--- config.mk ---
export PLATFORM = sky130hd
export DESIGN_NAME = cpu_controller
export DESIGN_NICKNAME = d
export VERILOG_FILES = /design/src/rtl/cpu_controller.sv
export SDC_FILE = /design/constraint.sdc
export NUM_CORES = 1
export LEC_CHECK = 0
export CAP_MARGIN = 10
export CELL_PAD_IN_SITES_DETAIL_PLACEMENT = 0
export CELL_PAD_IN_SITES_GLOBAL_PLACEMENT = 2
export CORE_MARGIN = 2
export CORE_UTILIZATION = 14
export CTS_CLUSTER_SIZE = 12
export DETAILED_ROUTE_END_ITERATION = 16
export MAX_ROUTING_LAYER = met4
export PLACE_DENSITY_LB_ADDON = 0.1
export SKIP_CTS_REPAIR_TIMING = 1
export SYNTH_ARGS = -nofsm -noshare
export SYNTH_HDL_FRONTEND = slang
export SYNTH_SLANG_ARGS = --single-unit
--- constraint.sdc ---
create_clock -name clk -period 1.4 [get_ports clk]
set_clock_uncertainty 0.15 [all_clocks]
set_input_delay 0.21 -clock clk [delete_from_list [all_inputs] [get_ports clk]]
set_output_delay 0.21 -clock clk [all_outputs]
set_load 0.02 [all_outputs]
--- src/rtl/cpu_controller.sv ---
// -----------------------------------------------------------------------------
// cpu_controller
//
// Control FSM for the simple RISC CPU datapath. Every instruction is fetched
// through the datapath's PC/IR path (IF1 -> IF2 -> UPD), then decoded from
// IRout (DEC). The FSM then walks through the datapath micro-steps that the
// instruction needs. All control outputs are Moore outputs: they are decoded
// from the current state, with the register indices taken from IR fields.
//
// Parameters:
//   HALT_ON_ILLEGAL  1: an undefined opcode/op enters HALT
//                    0: an undefined opcode/op behaves as a NOP (back to IF1)
//
// Ports:
//   clk         in   1   rising-edge clock
//   reset       in   1   asynchronous active-high reset, forces state RST
//   IRout       in  16   current instruction held in the datapath IR
//   status      in   3   {V,N,Z} flags; not used for sequencing
//   loadPC      out  1   PC <= PC + 1
//   msel        out  1   memory address select: 0 = PC, 1 = datapath_out[7:0]
//   mwrite      out  1   memory write enable (write data = B register)
//   loadIR      out  1   IR <= mdata
//   sximm5      out 16   sign-extended IRout[4:0] (combinational)
//   sximm8      out 16   sign-extended IRout[7:0] (combinational)
//   writenum    out  3   register file write index
//   write       out  1   register file write enable
//   readnum     out  3   register file read index
//   vsel        out  4   one-hot writeback select: [0]=C [1]=PC [2]=sximm8 [3]=mdata
//   asel        out  1   1: ALU A input forced to 0
//   bsel        out  1   1: ALU B input = sximm5
//   shiftinput  out  2   shifter operation
//   loada/b/c/s out  1   A, B, C and status register loads
//   ALUop       out  2   00 ADD, 01 SUB(CMP), 10 AND, 11 NOT B
//   halted      out  1   high while in HALT
//   state_out   out  4   current state encoding (debug)
// -----------------------------------------------------------------------------
module cpu_controller #(
  parameter logic HALT_ON_ILLEGAL = 1'b0
) (
  input  logic        clk,
  input  logic        reset,
  input  logic [15:0] IRout,
  input  logic [2:0]  status,
  output logic        loadPC,
  output logic        msel,
  output logic        mwrite,
  output logic        loadIR,
  output logic [15:0] sximm5,
  output logic [15:0] sximm8,
  output logic [2:0]  writenum,
  output logic        write,
  output logic [2:0]  readnum,
  output logic [3:0]  vsel,
  output logic        asel,
  output logic        bsel,
  output logic [1:0]  shiftinput,
  output logic        loada,
  output logic        loadb,
  output logic        loadc,
  output logic        loads,
  output logic [1:0]  ALUop,
  output logic        halted,
  output logic [3:0]  state_out
);

  typedef enum logic [3:0] {
    S_RST  = 4'd0,
    S_IF1  = 4'd1,
    S_IF2  = 4'd2,
    S_UPD  = 4'd3,
    S_DEC  = 4'd4,
    S_WIMM = 4'd5,
    S_GETA = 4'd6,
    S_GETB = 4'd7,
    S_EXEC = 4'd8,
    S_WREG = 4'd9,
    S_ADDR = 4'd10,
    S_MRD  = 4'd11,
    S_WMEM = 4'd12,
    S_GETD = 4'd13,
    S_MWR  = 4'd14,
    S_HALT = 4'd15
  } state_t;

  state_t r_state;
  state_t w_next;

  // Instruction fields
  logic [2:0] w_opcode;
  logic [1:0] w_op;
  logic [2:0] w_rn;
  logic [2:0] w_rd;
  logic [1:0] w_sh;
  logic [2:0] w_rm;

  // Instruction classes
  logic w_is_movi;
  logic w_is_movr;
  logic w_is_addand;
  logic w_is_cmp;
  logic w_is_mvn;
  logic w_is_ldr;
  logic w_is_str;
  logic w_is_halt;

  // The flags are exported by the datapath for debug only; sequencing
  // never looks at them.
  logic w_unused_status;
  assign w_unused_status = ^status;

  assign w_opcode = IRout[15:13];
  assign w_op     = IRout[12:11];
  assign w_rn     = IRout[10:8];
  assign w_rd     = IRout[7:5];
  assign w_sh     = IRout[4:3];
  assign w_rm     = IRout[2:0];

  assign w_is_movi   = (w_opcode == 3'b110) && (w_op == 2'b10);
  assign w_is_movr   = (w_opcode == 3'b110) && (w_op == 2'b00);
  assign w_is_addand = (w_opcode == 3'b101) && ((w_op == 2'b00) || (w_op == 2'b10));
  assign w_is_cmp    = (w_opcode == 3'b101) && (w_op == 2'b01);
  assign w_is_mvn    = (w_opcode == 3'b101) && (w_op == 2'b11);
  assign w_is_ldr    = (w_opcode == 3'b011) && (w_op == 2'b00);
  assign w_is_str    = (w_opcode == 3'b100) && (w_op == 2'b00);
  assign w_is_halt   = (w_opcode == 3'b111);

  // Immediates are pure wiring and follow IRout at all times.
  assign sximm5 = {{11{IRout[4]}}, IRout[4:0]};
  assign sximm8 = {{8{IRout[7]}}, IRout[7:0]};

  assign state_out = r_state;

  // State register; reset lands in RST asynchronously, even mid-instruction.
  always_ff @(posedge clk or posedge reset) begin
    if (reset) begin
      r_state <= S_RST;
    end else begin
      r_state <= w_next;
    end
  end

  // Next-state logic: fetch, decode, then the per-instruction micro-sequence.
  always_comb begin
    w_next = S_RST;
    case (r_state)
      S_RST:  w_next = S_IF1;
      S_IF1:  w_next = S_IF2;
      S_IF2:  w_next = S_UPD;
      S_UPD:  w_next = S_DEC;
      S_DEC: begin
        if (w_is_movi) begin
          w_next = S_WIMM;
        end else if (w_is_movr || w_is_mvn) begin
          // Single-operand forms only need B.
          w_next = S_GETB;
        end else if (w_is_addand || w_is_cmp || w_is_ldr || w_is_str) begin
          w_next = S_GETA;
        end else if (w_is_halt) begin
          w_next = S_HALT;
        end else if (HALT_ON_ILLEGAL) begin
          w_next = S_HALT;
        end else begin
          w_next = S_IF1;
        end
      end
      S_WIMM: w_next = S_IF1;
      S_GETA: begin
        // Memory ops use A as the base address, ALU ops go on to fetch B.
        if (w_is_ldr || w_is_str) begin
          w_next = S_ADDR;
        end else begin
          w_next = S_GETB;
        end
      end
      S_GETB: w_next = S_EXEC;
      S_EXEC: begin
        // CMP only updates the status register, nothing is written back.
        if (w_is_cmp) begin
          w_next = S_IF1;
        end else begin
          w_next = S_WREG;
        end
      end
      S_WREG: w_next = S_IF1;
      S_ADDR: begin
        if (w_is_str) begin
          w_next = S_GETD;
        end else begin
          w_next = S_MRD;
        end
      end
      S_MRD:  w_next = S_WMEM;
      S_WMEM: w_next = S_IF1;
      S_GETD: w_next = S_MWR;
      S_MWR:  w_next = S_IF1;
      S_HALT: w_next = S_HALT;
      default: w_next = S_RST;
    endcase
  end

  // Moore output decode; anything not named for a state stays 0.
  always_comb begin
    loadPC     = 1'b0;
    msel       = 1'b0;
    mwrite     = 1'b0;
    loadIR     = 1'b0;
    writenum   = 3'd0;
    write      = 1'b0;
    readnum    = 3'd0;
    vsel       = 4'b0000;
    asel       = 1'b0;
    bsel       = 1'b0;
    shiftinput = 2'b00;
    loada      = 1'b0;
    loadb      = 1'b0;
    loadc      = 1'b0;
    loads      = 1'b0;
    ALUop      = 2'b00;
    halted     = 1'b0;
    case (r_state)
      S_IF1: begin
        msel = 1'b0;
      end
      S_IF2: begin
        msel   = 1'b0;
        loadIR = 1'b1;
      end
      S_UPD: begin
        loadPC = 1'b1;
      end
      S_WIMM: begin
        writenum = w_rn;
        vsel     = 4'b0100;
        write    = 1'b1;
      end
      S_GETA: begin
        readnum = w_rn;
        loada   = 1'b1;
      end
      S_GETB: begin
        readnum = w_rm;
        loadb   = 1'b1;
      end
      S_EXEC: begin
        shiftinput = w_sh;
        if (w_is_movr) begin
          // MOV Rd,Rm is computed as 0 + shifted B.
          asel  = 1'b1;
          ALUop = 2'b00;
        end else begin
          ALUop = w_op;
        end
        if (w_is_cmp) begin
          loads = 1'b1;
        end else begin
          loadc = 1'b1;
        end
      end
      S_WREG: begin
        writenum = w_rd;
        vsel     = 4'b0001;
        write    = 1'b1;
      end
      S_ADDR: begin
        // Effective address = Rn + sximm5, latched into C.
        asel       = 1'b0;
        bsel       = 1'b1;
        shiftinput = 2'b00;
        ALUop      = 2'b00;
        loadc      = 1'b1;
      end
      S_MRD: begin
        msel = 1'b1;
      end
      S_WMEM: begin
        msel     = 1'b1;
        writenum = w_rd;
        vsel     = 4'b1000;
        write    = 1'b1;
      end
      S_GETD: begin
        readnum = w_rd;
        loadb   = 1'b1;
      end
      S_MWR: begin
        msel   = 1'b1;
        mwrite = 1'b1;
      end
      S_HALT: begin
        halted = 1'b1;
      end
      default: begin
        halted = 1'b0;
      end
    endcase
  end

endmodule

==> results of run 1 <==
-- per-stage QoR --
step	worst slack, ns	cell area, sq um	utilization, %	power, mW	setup TNS [ns]
finish	-0.436	2430	33.7	4.36	-9.20
global route	-0.500	2430	33.7	4.66	-10.94
CTS	-0.954	2110	29.2	3.56	-37.25
detailed placement	-0.892	2060	28.6	3.30	-31.90
global placement	-0.871	2060	28.6	3.29	-31.32
floorplan	-0.193	1220	-	2.13	-1.93
-- layer usage --
metal  vias up  part of all wire [%]
li1        668                     -
met1       596                    41
met2        35                    56
met3         4                   2.6
met4         0                  0.81
met5         -                     0
-- area by class of cell --
cell class | count | area (sq um)
clock buffer | 3 | 41.3
inverter | 3 | 11.3
sequential | 4 | 105
tap | 99 | 124
fill | 772 | 4780
multi-input combinational | 93 | 867
timing repair buffer | 135 | 1280
-- report_power, final --
part           internal, mW  switching (mW)  total [mW]  leakage [nW]
combinational          1.96            1.88        3.84          1.14
clock                 0.183          0.0530       0.236        0.0216
sequential            0.188           0.102       0.289        0.0435
total                  2.33            2.03        4.36          1.21
-- placed cells by master (no fill, tap or decap), types with 2 or more instances in the layout --
master            n
a21oi_1           4
a22o_1            2
a22oi_1           3
a31oi_1           3
a32oi_2           2
and3_4            4
buf_12            2
buf_2             3
buf_4            50
buf_6            35
buf_8             2
clkbuf_2         11
clkbuf_8          3
clkdlybuf4s50_1  11
dfrtp_2           4
dlymetal6s2s_1   21
inv_1             2
nand2_1           5
nand2_2           5
nand2b_4          3
nor2_1            4
nor2_2            4
nor2_4            7
nor2b_1           2
nor2b_2           2
nor3_4            4
nor3b_1           3
o21ai_0           3
-- how the worst max path moves through the flow --
stage                 start  cells after the start           to
3_5_place_dp      IRout[13]                      5        loads
2_1_floorplan  state_out[3]                      5   readnum[0]
4_1_cts        state_out[0]                      4  writenum[1]
5_1_grt        state_out[1]                      7   readnum[2]
6_report       state_out[1]                      7   readnum[2]
3_3_place_gp      IRout[15]                      5        loads
-- cell families after synthesis --
group                     share of synthesized area, %
AOI/OAI and AO/OA                                 22.0
and+or+nand+nor                                   32.0
other                                            0.362
DFF                                               9.65
buffers and inverters                             35.2
xor gates and xnor gates                         0.845
==> impl_metrics.py, run 1 <==
metrics = {
    "run_status": {
        "outcome": "finished with violations",
        "violations": "negative setup slack",
    },
    "logic_synthesis": {
        "syn_nets": 164,
        "ys_top_cells_by_area": "buf_4 (25%), dfrtp_1 (9.7%), nor2_1 (5.4%)",
        "yosysMostFrequentCell": "buf_4",
        "synthTopCellsByCount": "buf_4 (34), nor2_1 (15), nand2_1 (11)",
        "async_reset_ff_share_pct": 100,
        "synthCells": 143,
        "synth.avg_cell_area_sq_um": 7.25,
        "yosys_warnings": 0,
        "synth_edf_count": 0,
        "synth_flop_cell": "dfrtp_1",
        "synth_top_area_cell": "buf_4",
        "yosys.cell_types.count": 42,
        "synthDominantCellAreaShare_pct": 24.6,
        "synth_area_sq_um": 1040,
        "ys_seq_area_share_pct": 9.65,
        "ys_ff_latch": 4,
    },
    "floorplanning": {
        "fp-row-count": 31,
        "die_w_um": 90.1,
        "ioPinCount": 83,
        "die_y_um": 90.1,
        "initial_core_util_pct": 14.4,
        "placeableCoreArea_sq_um": 7210,
        "dieArea_sq_um": 8110,
    },
    "grt": {
        "grt_use_met2_pct": 18.4,
        "grtUsageTotal_pct": 10.1,
        "grt_pass1_wl_mm": 6.73,
        "first_global_vias": 1356,
        "grt.met3_usage_pct": 1.01,
        "gr-total-overflow": 0,
        "use_met1_pct": 12.0,
        "antenna_found_initial": 0,
        "grt_max_degree": 14,
        "top_usage_layer": "met2",
    },
    "placed_design": {
        "io_buffers": 78,
        "routabilityCongestion": 0.766,
        "post-dp-hpwl_mm": 3.37,
        "place_inst": 318,
    },
    "clocking": {
        "cts-root-buf": "clkbuf_8",
        "cts_tree": "built",
        "cts-htree-levels": 1,
        "cts_buffers": 3,
        "cts.sinks": 4,
        "cts.clk_slew.worst_paths_ns": 0.03,
        "cts_max_path_buffers": 2,
        "clk_latency_ns": 0.21,
    },
    "setup_path": {
        "path_class": "reg2out",
        "cp_common_cell": "buf_4",
        "worstReg2RegEnd": "state_out[3]",
        "path_max_fanout": 5,
        "crit_chain": "buf_12 > buf_4 > nand2b_4 > nor2_4 > a22oi_1 > nand2_2 > buf_4",
        "r2r_start": "state_out[1]",
        "startpoint_type": "flip-flop",
        "rrSetupSlack_ns": -0.35,
        "path_delay_family": "buffers and inverters",
        "cp.arrival_ns": 1.48,
        "slowest_stage": "dfrtp_2",
        "cp_slowest_stage_delay_ns": 0.41,
        "rr_worst_depth": 6,
        "crit_buf_inv": 3,
        "end_kind": "output pin",
        "worstPathRequired_ns": 1.04,
    },
    "finish": {
        "fin_nets": 261,
        "final_cells": 337,
        "largest_register_ff_count": 4,
        "area_delta_synth_final_pct": 134,
        "num_antenna_cells": 0,
        "drive_gt1_share_pct": 67.2,
    },
    "sta": {
        "rsz0062_at_grt": "yes",
        "max_freq_mhz": 545,
        "hold_viol": 0,
        "finalMaxSlewViolations": 0,
        "period_minus_slack_ns": 1.84,
        "setup_viol": 29,
        "timing.hold.ws_ns": 0.0314,
        "worst_slack_ns": -0.436,
        "period_share_pct": 131,
    },
    "detailed_routing": {
        "num_vias": 1303,
        "viasPerCell": 3.87,
        "routedWlPerCell_um": 12.8,
        "drtIter0Drc": 18,
        "drc": 0,
        "ant_nets": 0,
        "dr.pass1.iters": 4,
        "drt_wl_total_mm": 4.32,
    },
    "hold_path": {
        "hp-class": "in2async",
    },
    "run": {
        "max_cap_viol_count": 0,
    },
    "power": {
        "p_leak_nw": 1.21,
        "powerDensity_nw_per_um2": 1800,
        "irDropWorstVdd_mv": 0.446,
    },
}
No activity file was read; power rests on OpenSTA's default activity.
==> run 2, diff against run 1 <==
--- a/config.mk
+++ b/config.mk
@@ -9,9 +9,10 @@
 export CELL_PAD_IN_SITES_DETAIL_PLACEMENT = 0
 export CELL_PAD_IN_SITES_GLOBAL_PLACEMENT = 2
 export CORE_MARGIN = 2
-export CORE_UTILIZATION = 14
+export CORE_UTILIZATION = 30
 export CTS_CLUSTER_SIZE = 12
 export DETAILED_ROUTE_END_ITERATION = 16
+export DONT_BUFFER_PORTS = 1
 export MAX_ROUTING_LAYER = met4
 export PLACE_DENSITY_LB_ADDON = 0.1
 export SKIP_CTS_REPAIR_TIMING = 1
==> constraint.sdc (replaced) <==
create_clock -name clk -period 2 [get_ports clk]
set_clock_uncertainty 0.15 [all_clocks]
set_input_delay 0.3 -clock clk [delete_from_list [all_inputs] [get_ports clk]]
set_output_delay 0.3 -clock clk [all_outputs]
set_load 0.02 [all_outputs]
==> impl_metrics.py, run 2 (synthesis gave the netlist of run 1 again) <==
metrics = {
    "sta": {
        "tns_ns": 0,
        "setup_viol": 0,
        "worst_slack_ns": 0.105,
        "hold_viol": 0,
        "finalMaxSlewViolations": 0,
        "max_freq_mhz": 528,
        "timing.hold.ws_ns": 0.199,
        "period_share_pct": 94.7,
        "rsz0062_at_grt": "no",
        "period_minus_slack_ns": 1.89,
    },
    "grt": {
        "first_global_vias": 871,
        "gr-total-overflow": 0,
        "antenna_found_initial": 0,
        "grt_max_degree": 15,
        "grtUsageTotal_pct": 14.2,
        "grt_pass1_wl_mm": 4.44,
    },
    "floorplanning": {
        "dieArea_sq_um": 3940,
        "die_y_um": 62.8,
        "placeableCoreArea_sq_um": 3340,
        "ioPinCount": 83,
        "die_w_um": 62.8,
        "initial_core_util_pct": 31.1,
        "fp-row-count": 21,
    },
    "clocking": {
        "cts_max_path_buffers": 2,
        "cts.clk_slew.worst_paths_ns": 0.04,
        "cts.sinks": 4,
        "clk_latency_ns": 0.24,
        "cts_buffers": 3,
        "cts-htree-levels": 1,
        "cts-root-buf": "clkbuf_4",
        "cts_tree": "built",
    },
    "detailed_routing": {
        "num_vias": 929,
        "drtIter0Drc": 53,
        "drt_wl_total_mm": 2.79,
        "viasPerCell": 5.13,
        "drc": 0,
        "dr.pass1.iters": 4,
        "ant_nets": 0,
        "routedWlPerCell_um": 15.4,
    },
    "placed_design": {
        "place_inst": 176,
        "routabilityCongestion": 0.770,
        "io_buffers": 0,
        "dpl-instance-area_sq_um": 972,
        "post-dp-hpwl_mm": 2.10,
        "preCtsSetupSlack_ns": 0.191,
    },
    "power": {
        "irDropWorstVdd_mv": 0.276,
        "p_leak_nw": 0.454,
        "total_power_mw": 1.60,
        "powerDensity_nw_per_um2": 1540,
    },
    "finish": {
        "final_cell_mix": "buf_4 (29), nor2_1 (12), nand2_1 (9)",
        "drive_gt1_share_pct": 39.3,
        "area_delta_synth_final_pct": 0.483,
        "largest_register_ff_count": 4,
        "fin_util_pct": 31.2,
        "final_cells": 181,
        "num_antenna_cells": 0,
        "final_area_sq_um": 1040,
        "final_common_cell": "buf_4",
        "fin_nets": 158,
    },
    "setup_path": {
        "worstPathRequired_ns": 1.55,
        "end_kind": "output pin",
        "path_class": "reg2out",
        "startpoint_type": "flip-flop",
        "cp.arrival_ns": 1.44,
        "path_max_fanout": 14,
    },
    "hold_path": {
        "hp-class": "in2reg",
    },
    "run": {
        "max_cap_viol_count": 0,
    },
    "run_status": {
        "outcome": "finished, final reports clean",
    },
}
==> run 2: cell count changes in the layout (fill, tap and decap cells not counted), sizes merged <==
cell,previous run,this run
buf,92,31
dlymetal6s2s,21,0
clkbuf,14,3
clkdlybuf4s50,11,0
dlygate4sd3,0,1
==> run 2: layout make-up <==
type / count / area [sq um]
well taps: 46 / 57.6
repair buffers: 32 / 244
clock buffers: 3 / 22.5
inverters: 3 / 11.3
multi-input cells: 93 / 603
flip-flops and latches: 4 / 104
fillers: 377 / 2290
==> run 2: power breakdown <==
group / total [mW] / internal, mW / leakage, nW / switching, mW
Combinational: 1.30 / 0.540 / 0.395 / 0.761
Sequential: 0.199 / 0.130 / 0.0449 / 0.0691
Clock: 0.100 / 0.0671 / 0.0138 / 0.0334
==> run 2: path summary, 6_finish.rpt <==
path                               from           end  slack (ns)  cells past startpoint
hold reg to reg            state_out[3]  state_out[1]        0.53                      3
max in group asynchronous         reset  state_out[0]        1.29                      2
setup reg to reg           state_out[1]  state_out[3]        0.46                      5
setup / recovery           state_out[2]         loads        0.11                      4
hold / removal                IRout[11]  state_out[0]        0.20                      2
min in group asynchronous         reset  state_out[2]        0.23                      2
==> run 2: routing by layer <==
| metal | wire length, um | GRT usage, % | up-vias | share of wire (%) |
|---|---|---|---|---|
| met3 | 127 | 1.98 | 0 | 4.5 |
| met5 | 0 | - | - | 0 |
| met1 | 1340 | 19.2 | 445 | 48 |
| li1 | - | - | 454 | - |
| met4 | 0 | 4.17 | 0 | 0 |
| met2 | 1320 | 21.9 | 30 | 47 |
==> run 2: critical path, stage by stage, from the launching register on <==
cell and delay (ns):
dfrtp_1 0.41, buf_6 0.17, nand2b_1 0.21, nor3_1 0.24, buf_4 0.18
